==> src/rtl/adder_arbiter.sv <==
// Round-robin arbiter sharing one 32-bit adder/comparator among NUM_REQ requesters,
// with bounded carry-chain locking and private per-requester carry/flag state.
module adder_arbiter #(
    parameter int NUM_REQ  = 4,
    parameter int MAX_LOCK = 4
) (
    input  logic                    clock,
    input  logic                    nReset,
    input  logic [NUM_REQ-1:0]      reqValid,
    input  logic [NUM_REQ-1:0]      reqLock,
    input  logic [2*NUM_REQ-1:0]    reqOpcode,
    input  logic [4*NUM_REQ-1:0]    reqFlagMode,
    input  logic [32*NUM_REQ-1:0]   reqOperandA,
    input  logic [32*NUM_REQ-1:0]   reqOperandB,
    output logic [NUM_REQ-1:0]      reqReady,
    output logic [NUM_REQ-1:0]      respValid,
    output logic [31:0]             respResult,
    output logic                    respCarry,
    output logic                    respFlag,
    output logic [NUM_REQ-1:0]      carryState,
    output logic [NUM_REQ-1:0]      flagState,
    output logic [1:0]              adderOpcode,
    output logic [3:0]              adderFlagMode,
    output logic [31:0]             adderOperandA,
    output logic [31:0]             adderOperandB,
    output logic                    adderCarryIn,
    output logic                    adderFlagIn,
    input  logic [31:0]             adderResult,
    input  logic                    adderCarryOut,
    input  logic                    adderFlagOut
);

    localparam int ID_W = (NUM_REQ > 2) ? $clog2(NUM_REQ) : 1;
    localparam logic [ID_W-1:0]    LAST_ID    = ID_W'(NUM_REQ - 1);
    localparam logic [ID_W-1:0]    ONE_ID     = ID_W'(1);
    localparam logic [3:0]         LOCK_LIMIT = 4'(MAX_LOCK);
    localparam logic [NUM_REQ-1:0] ONE_HOT0   = NUM_REQ'(1);

    typedef enum logic [0:0] {
        ARB    = 1'b0,
        LOCKED = 1'b1
    } arb_state_t;

    arb_state_t       state_r;
    arb_state_t       state_next_s;
    logic [ID_W-1:0]  rr_ptr_r;
    logic [ID_W-1:0]  rr_ptr_next_s;
    logic [ID_W-1:0]  owner_r;
    logic [ID_W-1:0]  owner_next_s;
    logic [3:0]       lock_count_r;
    logic [3:0]       lock_count_next_s;
    logic             grant_s;
    logic [ID_W-1:0]  grant_id_s;

    logic [1:0]       sel_opcode_s;
    logic [3:0]       sel_flag_mode_s;
    logic [31:0]      sel_a_s;
    logic [31:0]      sel_b_s;

    logic             issue_valid_r;
    logic [ID_W-1:0]  issue_id_r;
    logic [1:0]       issue_opcode_r;
    logic [3:0]       issue_flag_mode_r;
    logic [31:0]      issue_a_r;
    logic [31:0]      issue_b_r;

    logic [NUM_REQ-1:0] carry_r;
    logic [NUM_REQ-1:0] flag_r;

    function automatic logic [ID_W-1:0] wrap_inc(input logic [ID_W-1:0] v);
        logic [ID_W-1:0] r;
        if (v == LAST_ID) begin
            r = '0;
        end else begin
            r = v + ONE_ID;
        end
        return r;
    endfunction

    // Arbitration and lock FSM: selects this cycle's grant and the next pointer/lock state.
    always_comb begin
        logic [ID_W-1:0] scan_v;
        logic [ID_W-1:0] arb_id_v;
        logic            found_v;
        scan_v            = rr_ptr_r;
        arb_id_v          = '0;
        found_v           = 1'b0;
        state_next_s      = state_r;
        rr_ptr_next_s     = rr_ptr_r;
        owner_next_s      = owner_r;
        lock_count_next_s = lock_count_r;
        grant_s           = 1'b0;
        grant_id_s        = '0;
        for (int k = 0; k < NUM_REQ; k++) begin
            if (!found_v && reqValid[scan_v]) begin
                found_v  = 1'b1;
                arb_id_v = scan_v;
            end else begin
                found_v  = found_v;
            end
            scan_v = wrap_inc(scan_v);
        end
        case (state_r)
            ARB: begin
                if (found_v) begin
                    grant_s       = 1'b1;
                    grant_id_s    = arb_id_v;
                    rr_ptr_next_s = wrap_inc(arb_id_v);
                    if (reqLock[arb_id_v] && (MAX_LOCK > 1)) begin
                        state_next_s      = LOCKED;
                        owner_next_s      = arb_id_v;
                        lock_count_next_s = 4'd1;
                    end else begin
                        state_next_s      = ARB;
                    end
                end else begin
                    state_next_s = ARB;
                end
            end
            LOCKED: begin
                if (reqValid[owner_r]) begin
                    grant_s           = 1'b1;
                    grant_id_s        = owner_r;
                    lock_count_next_s = lock_count_r + 4'd1;
                    if (!reqLock[owner_r] || ((lock_count_r + 4'd1) >= LOCK_LIMIT)) begin
                        state_next_s      = ARB;
                        lock_count_next_s = 4'd0;
                        rr_ptr_next_s     = wrap_inc(owner_r);
                    end else begin
                        state_next_s      = LOCKED;
                    end
                end else begin
                    // Owner dropped out: arbitrate now (rr_ptr already sits at owner+1), no new lock this round.
                    state_next_s      = ARB;
                    lock_count_next_s = 4'd0;
                    rr_ptr_next_s     = wrap_inc(owner_r);
                    if (found_v) begin
                        grant_s       = 1'b1;
                        grant_id_s    = arb_id_v;
                        rr_ptr_next_s = wrap_inc(arb_id_v);
                    end else begin
                        grant_s       = 1'b0;
                    end
                end
            end
            default: begin
                state_next_s      = ARB;
                lock_count_next_s = 4'd0;
            end
        endcase
    end

    // One-hot accept, suppressed while reset is held.
    always_comb begin
        if (grant_s && nReset) begin
            reqReady = ONE_HOT0 << grant_id_s;
        end else begin
            reqReady = '0;
        end
    end

    // Field mux for the granted requester.
    always_comb begin
        sel_opcode_s    = reqOpcode[{grant_id_s, 1'b0} +: 2];
        sel_flag_mode_s = reqFlagMode[{grant_id_s, 2'b00} +: 4];
        sel_a_s         = reqOperandA[{grant_id_s, 5'b00000} +: 32];
        sel_b_s         = reqOperandB[{grant_id_s, 5'b00000} +: 32];
    end

    // Adder drive from the issue stage; idle bus when the stage is empty.
    always_comb begin
        if (issue_valid_r) begin
            adderOpcode   = issue_opcode_r;
            adderFlagMode = issue_flag_mode_r;
            adderOperandA = issue_a_r;
            adderOperandB = issue_b_r;
            adderCarryIn  = carry_r[issue_id_r];
            adderFlagIn   = flag_r[issue_id_r];
        end else begin
            adderOpcode   = 2'b00;
            adderFlagMode = 4'b0000;
            adderOperandA = 32'd0;
            adderOperandB = 32'd0;
            adderCarryIn  = 1'b0;
            adderFlagIn   = 1'b0;
        end
    end

    // Arbiter state and issue register.
    always_ff @(posedge clock or negedge nReset) begin
        if (!nReset) begin
            state_r           <= ARB;
            rr_ptr_r          <= '0;
            owner_r           <= '0;
            lock_count_r      <= 4'd0;
            issue_valid_r     <= 1'b0;
            issue_id_r        <= '0;
            issue_opcode_r    <= 2'b00;
            issue_flag_mode_r <= 4'b0000;
            issue_a_r         <= 32'd0;
            issue_b_r         <= 32'd0;
        end else begin
            state_r       <= state_next_s;
            rr_ptr_r      <= rr_ptr_next_s;
            owner_r       <= owner_next_s;
            lock_count_r  <= lock_count_next_s;
            issue_valid_r <= grant_s;
            if (grant_s) begin
                issue_id_r        <= grant_id_s;
                issue_opcode_r    <= sel_opcode_s;
                issue_flag_mode_r <= sel_flag_mode_s;
                issue_a_r         <= sel_a_s;
                issue_b_r         <= sel_b_s;
            end
        end
    end

    // Response capture and per-requester carry/flag update.
    always_ff @(posedge clock or negedge nReset) begin
        if (!nReset) begin
            respValid  <= '0;
            respResult <= 32'd0;
            respCarry  <= 1'b0;
            respFlag   <= 1'b0;
            carry_r    <= '0;
            flag_r     <= '0;
        end else begin
            respValid <= issue_valid_r ? (ONE_HOT0 << issue_id_r) : '0;
            if (issue_valid_r) begin
                respResult          <= adderResult;
                respCarry           <= adderCarryOut;
                respFlag            <= adderFlagOut;
                flag_r[issue_id_r]  <= adderFlagOut;
                if (issue_opcode_r[1]) begin
                    carry_r[issue_id_r] <= adderCarryOut;
                end
            end
        end
    end

    assign carryState = carry_r;
    assign flagState  = flag_r;

endmodule

==> config.mk <==
export PLATFORM = sky130hd
export DESIGN_NAME = adder_arbiter
export DESIGN_NICKNAME = d
export VERILOG_FILES = /design/src/rtl/adder_arbiter.sv
export SDC_FILE = /design/constraint.sdc
export NUM_CORES = 1
export LEC_CHECK = 0
export BUFFER_PORTS_ARGS = -buffer_cell sky130_fd_sc_hd__buf_4
export CAP_MARGIN = 20
export CORE_AREA = 3 3 174 176
export CTS_BUF_LIST = sky130_fd_sc_hd__clkbuf_16
export CTS_CLUSTER_DIAMETER = 100
export CTS_CLUSTER_SIZE = 25
export DETAILED_ROUTE_END_ITERATION = 8
export DIE_AREA = 0 0 177 179
export GPL_ROUTABILITY_DRIVEN = 0
export PLACE_DENSITY = 0.59
export SLEW_MARGIN = 20
export SYNTH_ARGS = -nofsm -noshare
export SYNTH_HDL_FRONTEND = slang
export SYNTH_SLANG_ARGS = --single-unit
==> constraint.sdc <==
create_clock -name clock -period 6.65 [get_ports clock]
set_input_delay 1.33 -clock clock [delete_from_list [all_inputs] [get_ports clock]]
set_output_delay 1.33 -clock clock [all_outputs]
set_load 0.02 [all_outputs]
### Word-level counts from Yosys, hierarchy flattened

Cells that the tools add are included.

* bits in registers: 128
* input port bits: 324
* output and inout port bits: 122
* logic and storage cells: 124

* add/subtract/negate cells: 6
* $lt $le $gt $ge: 9
* eq/ne operators: 8
* shift operators: 6
* mux-type cells: 64
* bitwise operators: 1
* reductions and logical operators: 14

Operators with widths (count)
* indexed part select 128 x 8 -> 32 bit: 2
* two-way mux 32 bit: 2
* two-way mux 2 bit: 16
* two-way mux 4 bit: 7
* two-way mux 1 bit: 22
* < comparator 2 x 3 -> 1 bit, second input constant: 7
* binary-select mux 1 bit (select 2 bit): 9
* indexed part select 16 x 5 -> 4 bit: 1
* adder 2 x 1 -> 2 bit, second input constant: 5
* == test 2 bit, second input constant: 5
* bitwise mux 4 bit: 2
* one-hot mux 2 bit (2 select lines): 2
* one-hot mux 4 bit (2 select lines): 1
* indexed part select 8 x 4 -> 2 bit: 1
* << shifter 1 x 2 -> 4 bit, first input constant: 2
* AND reduction 2 bit: 3
* logical AND 1 bit: 5
* adder 4 x 1 -> 4 bit, second input constant: 1
* >= comparator 4 x 3 -> 1 bit, second input constant: 1
* zero test 1 bit: 4
* inequality test 2 bit, second input constant: 2
* one-hot mux 1 bit (2 select lines): 2
* inequality test 3 x 2 -> 1 bit, second input constant: 1
* AND reduction 3 bit: 1
* other kinds (4): 4

### Depth between registers and ports, before layout

* depth after elaboration: 17
* mapped depth: 12
* gate-level depth less buffers: 8

### Worst setup path after synthesis

Ideal clock, no wire load.

* path type: in2out
* from: in reqValid[2]
* to: out reqReady[2]
* data arrival time: 3219 ps
* required time: 5320 ps
* path slack: 2101 ps
* stages on the path: 9
* buffers on the path: 5
* cells stage by stage: buf_2 -> mux4_2 -> and2_4 -> buf_6 -> or3_1 -> buf_2 -> buf_6 -> buf_2 -> and3_1

* cells in the longest elaborated chain, start to end: 17
* elaborated cells on any way between the ends: 33
* classes of those cells: shift: 1; mux: 25; reduce/logical: 7

Ends and longest elaborated chain
* start, declared: RTL line 9 `input logic [NUM_REQ-1:0] reqValid,`
* binary-select mux 1 bit (select 2 bit): RTL line 95 `if (!found_v && reqValid[scan_v]) begin`
* two-way mux 1 bit (not written as such): RTL line 95
* two-way mux 1 bit: RTL line 95
* zero test 1 bit: RTL line 95
* logical AND 1 bit: RTL line 95
* two-way mux 1 bit: RTL line 95
* zero test 1 bit: RTL line 95
* logical AND 1 bit: RTL line 95
* [... 2 more ...]
* logical AND 1 bit: RTL line 95
* two-way mux 1 bit: RTL line 95
* two-way mux 1 bit: RTL line 105, 137
* two-way mux 1 bit: RTL line 121 `if (reqValid[owner_r]) begin`
* one-hot mux 1 bit (2 select lines) (*): RTL line 103 `case (state_r)`
* via grant_s: RTL line 52 `logic grant_s;`
* logical AND 1 bit (*): RTL line 155 `if (grant_s && nReset) begin`
* two-way mux 4 bit (*): RTL line 155
* end, declared: RTL line 15 `output logic [NUM_REQ-1:0] reqReady,`

Mark *: on every way through the listed nets, which the timed path passes. The rest lies on a longest branch. The select of a mux whose other input is x is not followed.

### Worst setup path in the final report

* from: reg rr_ptr_r[0]
* to: out reqReady[0]

* cells in the longest elaborated chain, start to end: 17
* elaborated cells on any way between the ends: 40
* classes of those cells: add/sub: 3; eq/ne: 3; shift: 1; mux: 26; reduce/logical: 7

Ends and longest elaborated chain
* start, declared: RTL line 46 `logic [ID_W-1:0] rr_ptr_r;`
* start signal, assigned: RTL line 204 `rr_ptr_r <= rr_ptr_next_s;`
* branches (longest 16 deep; another with adder 2 x 1 -> 2 bit)
* two-way mux 4 bit (*): RTL line 155

Mark *: on every way between the ends. The select of a mux whose other input is x is not followed.

==> results.json <==
{
  "drtPass1Iterations": 4,
  "fmax_mhz": 201,
  "final_util_pct": 42.6,
  "layout.nets": 1585,
  "maxUsedRoutingLayer": "met5",
  "vdd_drop_max_mv": 0.350,
  "htreeDepth": 4,
  "cap_viol_max_count": 0,
  "worstPathArrival_ns": 3.65,
  "fin_crit_ns": 4.98,
  "cpMaxStageDelayCell": "ha_1",
  "final_cells": 1657,
  "detail-route-antenna-nets": 0,
  "clkTransAtPathRegs_ns": 0.07,
  "antenna_found_initial": 2,
  "ios": 446,
  "die_h_um": 179,
  "cts_tree": "yes",
  "clkLatencyLatePin_ns": 0.42,
  "synth_area_per_cell_um2": 9.49,
  "critPathRequiredTime_ns": 5.32,
  "grt_max_degree": 81,
  "leakagePower_nw": 5.87,
  "yosys-top-cells-area": "dfrtp_1, a221oi_2, nand2_1",
  "start_util_pct": 28.4,
  "synth-main-ff-cell": "dfrtp_1",
  "synth_common_cells": "nand2_1, dfrtp_1, nor2_1, and2_1, a22oi_1",
  "grt_pass1_vias": 8153,
  "hold_path_depth": 1,
  "placed_cell_area_um2": 11700,
  "vias": 8183,
  "drive_gt1_share_pct": 49.1,
  "finalPower_mw": 6.87,
  "tightest_slew_ns": 0.883,
  "synth_edf_count": 0,
  "status": "finished clean",
  "critical_path.cell_chain": "ha_1 -> mux2_2 -> o22ai_1 -> a21oi_1 -> nor2_1 -> and2_4 -> a21oi_1 -> nor2b_1 -> buf_4",
  "cts_resized": 0,
  "synth_area_leader_cell": "dfrtp_1",
  "post_cts_buffers": 0,
  "synth.most_common_cell": "nand2_1",
  "path_class": "reg2out",
  "worst_hold_path_type": "reg2reg",
  "grtUsageTotal_pct": 18.6,
  "fin_ws_ns": 1.67,
  "fin_hold_ws_ns": 0.508,
  "multi_input_area_um2": 4540,
  "crit_fanout": 33,
  "setup_viol_count_final": 0,
  "hold_viol": 0,
  "place_ws_ns": 1.77,
  "hold_buffers": 0,
  "overflow": 0,
  "seq_area_um2": 3210,
  "synth_cells": 861,
  "m1WireLength_um": 12500,
  "synth_seq_cells": 128,
  "core_area_um2": 28800,
  "root_buffer": "clkbuf_16",
  "synth_area_um2": 8170,
  "min_period_over_period_pct": 74.8,
  "synth_nets": 1188,
  "relSlewSlack_pct": 41.1,
  "crit_path_end_kind": "output port",
  "syn_to_final_growth_pct": 49.9,
  "numCtsBuffers": 17,
  "cts_sinks": 128,
  "wl_met2_um": 16000,
  "die_area_um2": 31700,
  "die_x_um": 177,
  "maxSlewViolCount": 0,
  "drt_wl_total_um": 31200,
  "yosysWarnings": 0,
  "ys_async_sr_fraction_pct": 100,
  "fillCellCount": 2885,
  "finalInstanceArea_um2": 12200,
  "drc_errors": 0,
  "vias_per_cell": 4.94,
  "p_per_area_nw_per_um2": 561,
  "num_rows": 62,
  "port_buffers": 445,
  "finClkSkew_ns": 0.0122,
  "slowest_delay_ns": 0.64,
  "cpLargestDelayFamily": "simple AND/OR/NAND/NOR gates",
  "numPlacedInstances": 1623,
  "critical_path_depth": 9,
  "grt_pass1_wl_um": 45900,
  "final.setup.tns_ns": 0,
  "rsz0062_at_grt": "false",
  "ys_seq_area_share_pct": 39.2,
  "clockBufferDepth": 2,
  "drtIter0Drc": 519,
  "dpl.hpwl_um": 22900,
  "wl_met3_um": 2200,
  "start_kind": "flop",
  "wire_per_inst_um": 18.8,
  "ys_types": 54,
  "reg2reg_depth": 10,
  "crit_top_cell": "a21oi_1",
  "synth_top_area_share_pct": 39.2,
  "crit_buf_inv": 1
}
cell families after synthesis:
| logic type | Yosys count | share of synthesized area, % |
|---|---|---|
| and+or+nand+nor | 345 | 19.4 |
| AOI/OAI and AO/OA | 244 | 26.7 |
| DFF | 128 | 39.2 |
| buffers and inverters | 81 | 5.50 |
| muxes | 58 | 8.52 |
| adders and majority gates | 3 | 0.460 |
| xor gates and xnor gates | 2 | 0.214 |
placed cells by master, fill, tap and decap left out, types with 5 or more instances in the layout:
| cell type | n |
|---|---|
| o21ai_1 | 70 |
| a22oi_1 | 71 |
| inv_6 | 7 |
| mux2_2 | 49 |
| dfrtp_1 | 127 |
| a221oi_2 | 69 |
| clkbuf_16 | 17 |
| inv_1 | 5 |
| o21ai_0 | 7 |
| nand3_1 | 6 |
| a31oi_1 | 5 |
| nand2_1 | 157 |
| nor2_1 | 80 |
| buf_4 | 453 |
| a21oi_1 | 5 |
| and2_1 | 77 |
layout make-up:
cell class	instances	area share, %
sequential	128	26.2
antenna	2	0.0409
inverter	5	0.153
multi-input combinational	652	37.1
clock buffer	17	3.47
timing repair buffer	454	27.9
clock inverter	15	1.32
tap	384	3.92
worst reg2reg max path, stage by stage, from the launching register on:
cell and delay (ns):
dfrtp_1 0.57, ha_1 0.41, or4b_1 0.50, o311a_1 0.14, nor4_2 0.19, or2_1 0.37, a22o_4 0.17, buf_4 0.47
buf_4 0.75, a221oi_1 0.24, o21ai_1 0.16
state kept, by name (all words and copies together), names as in the netlist, 4 cells and up:
| signal | count |
|---|---|
| issue_flag_mode_r | 4 |
| issue_b_r | 32 |
| issue_a_r | 32 |
| respResult | 32 |
| carryState | 4 |
| lock_count_r | 4 |
| respValid | 4 |
| flagState | 4 |
power by group:
| part | total [mW] | switching (mW) | internal [mW] |
|---|---|---|---|
| clock network | 0.956 | 0.420 | 0.535 |
| logic | 4.53 | 2.59 | 1.94 |
| registers | 1.39 | 0.234 | 1.15 |
| total | 6.87 | 3.25 | 3.63 |
final timing paths:
path,start,end,slack (ns)
max in group asynchronous,nReset,issue_valid_r$_DFF_PN0_,4.34
worst max register to register,rr_ptr_r[0]$_DFFE_PN0P_,issue_a_r[15]$_DFFE_PN0P_,2.60
worst max-delay path,rr_ptr_r[0]$_DFFE_PN0P_,reqReady[0],1.67
min in group asynchronous,nReset,issue_a_r[26]$_DFFE_PN0P_,0.91
worst min-delay path,respResult[29]$_DFFE_PN0P_,respResult[29]$_DFFE_PN0P_,0.51
worst min register to register,respResult[29]$_DFFE_PN0P_,respResult[29]$_DFFE_PN0P_,0.51
layer usage:
layer | vias to the layer above | GRT usage, %
li1 | 3927 | -
met1 | 3931 | 22.2
met2 | 295 | 33.1
met3 | 28 | 4.93
met4 | 2 | 4.71
met5 | - | 0
(Power assumes the default switching activity.)
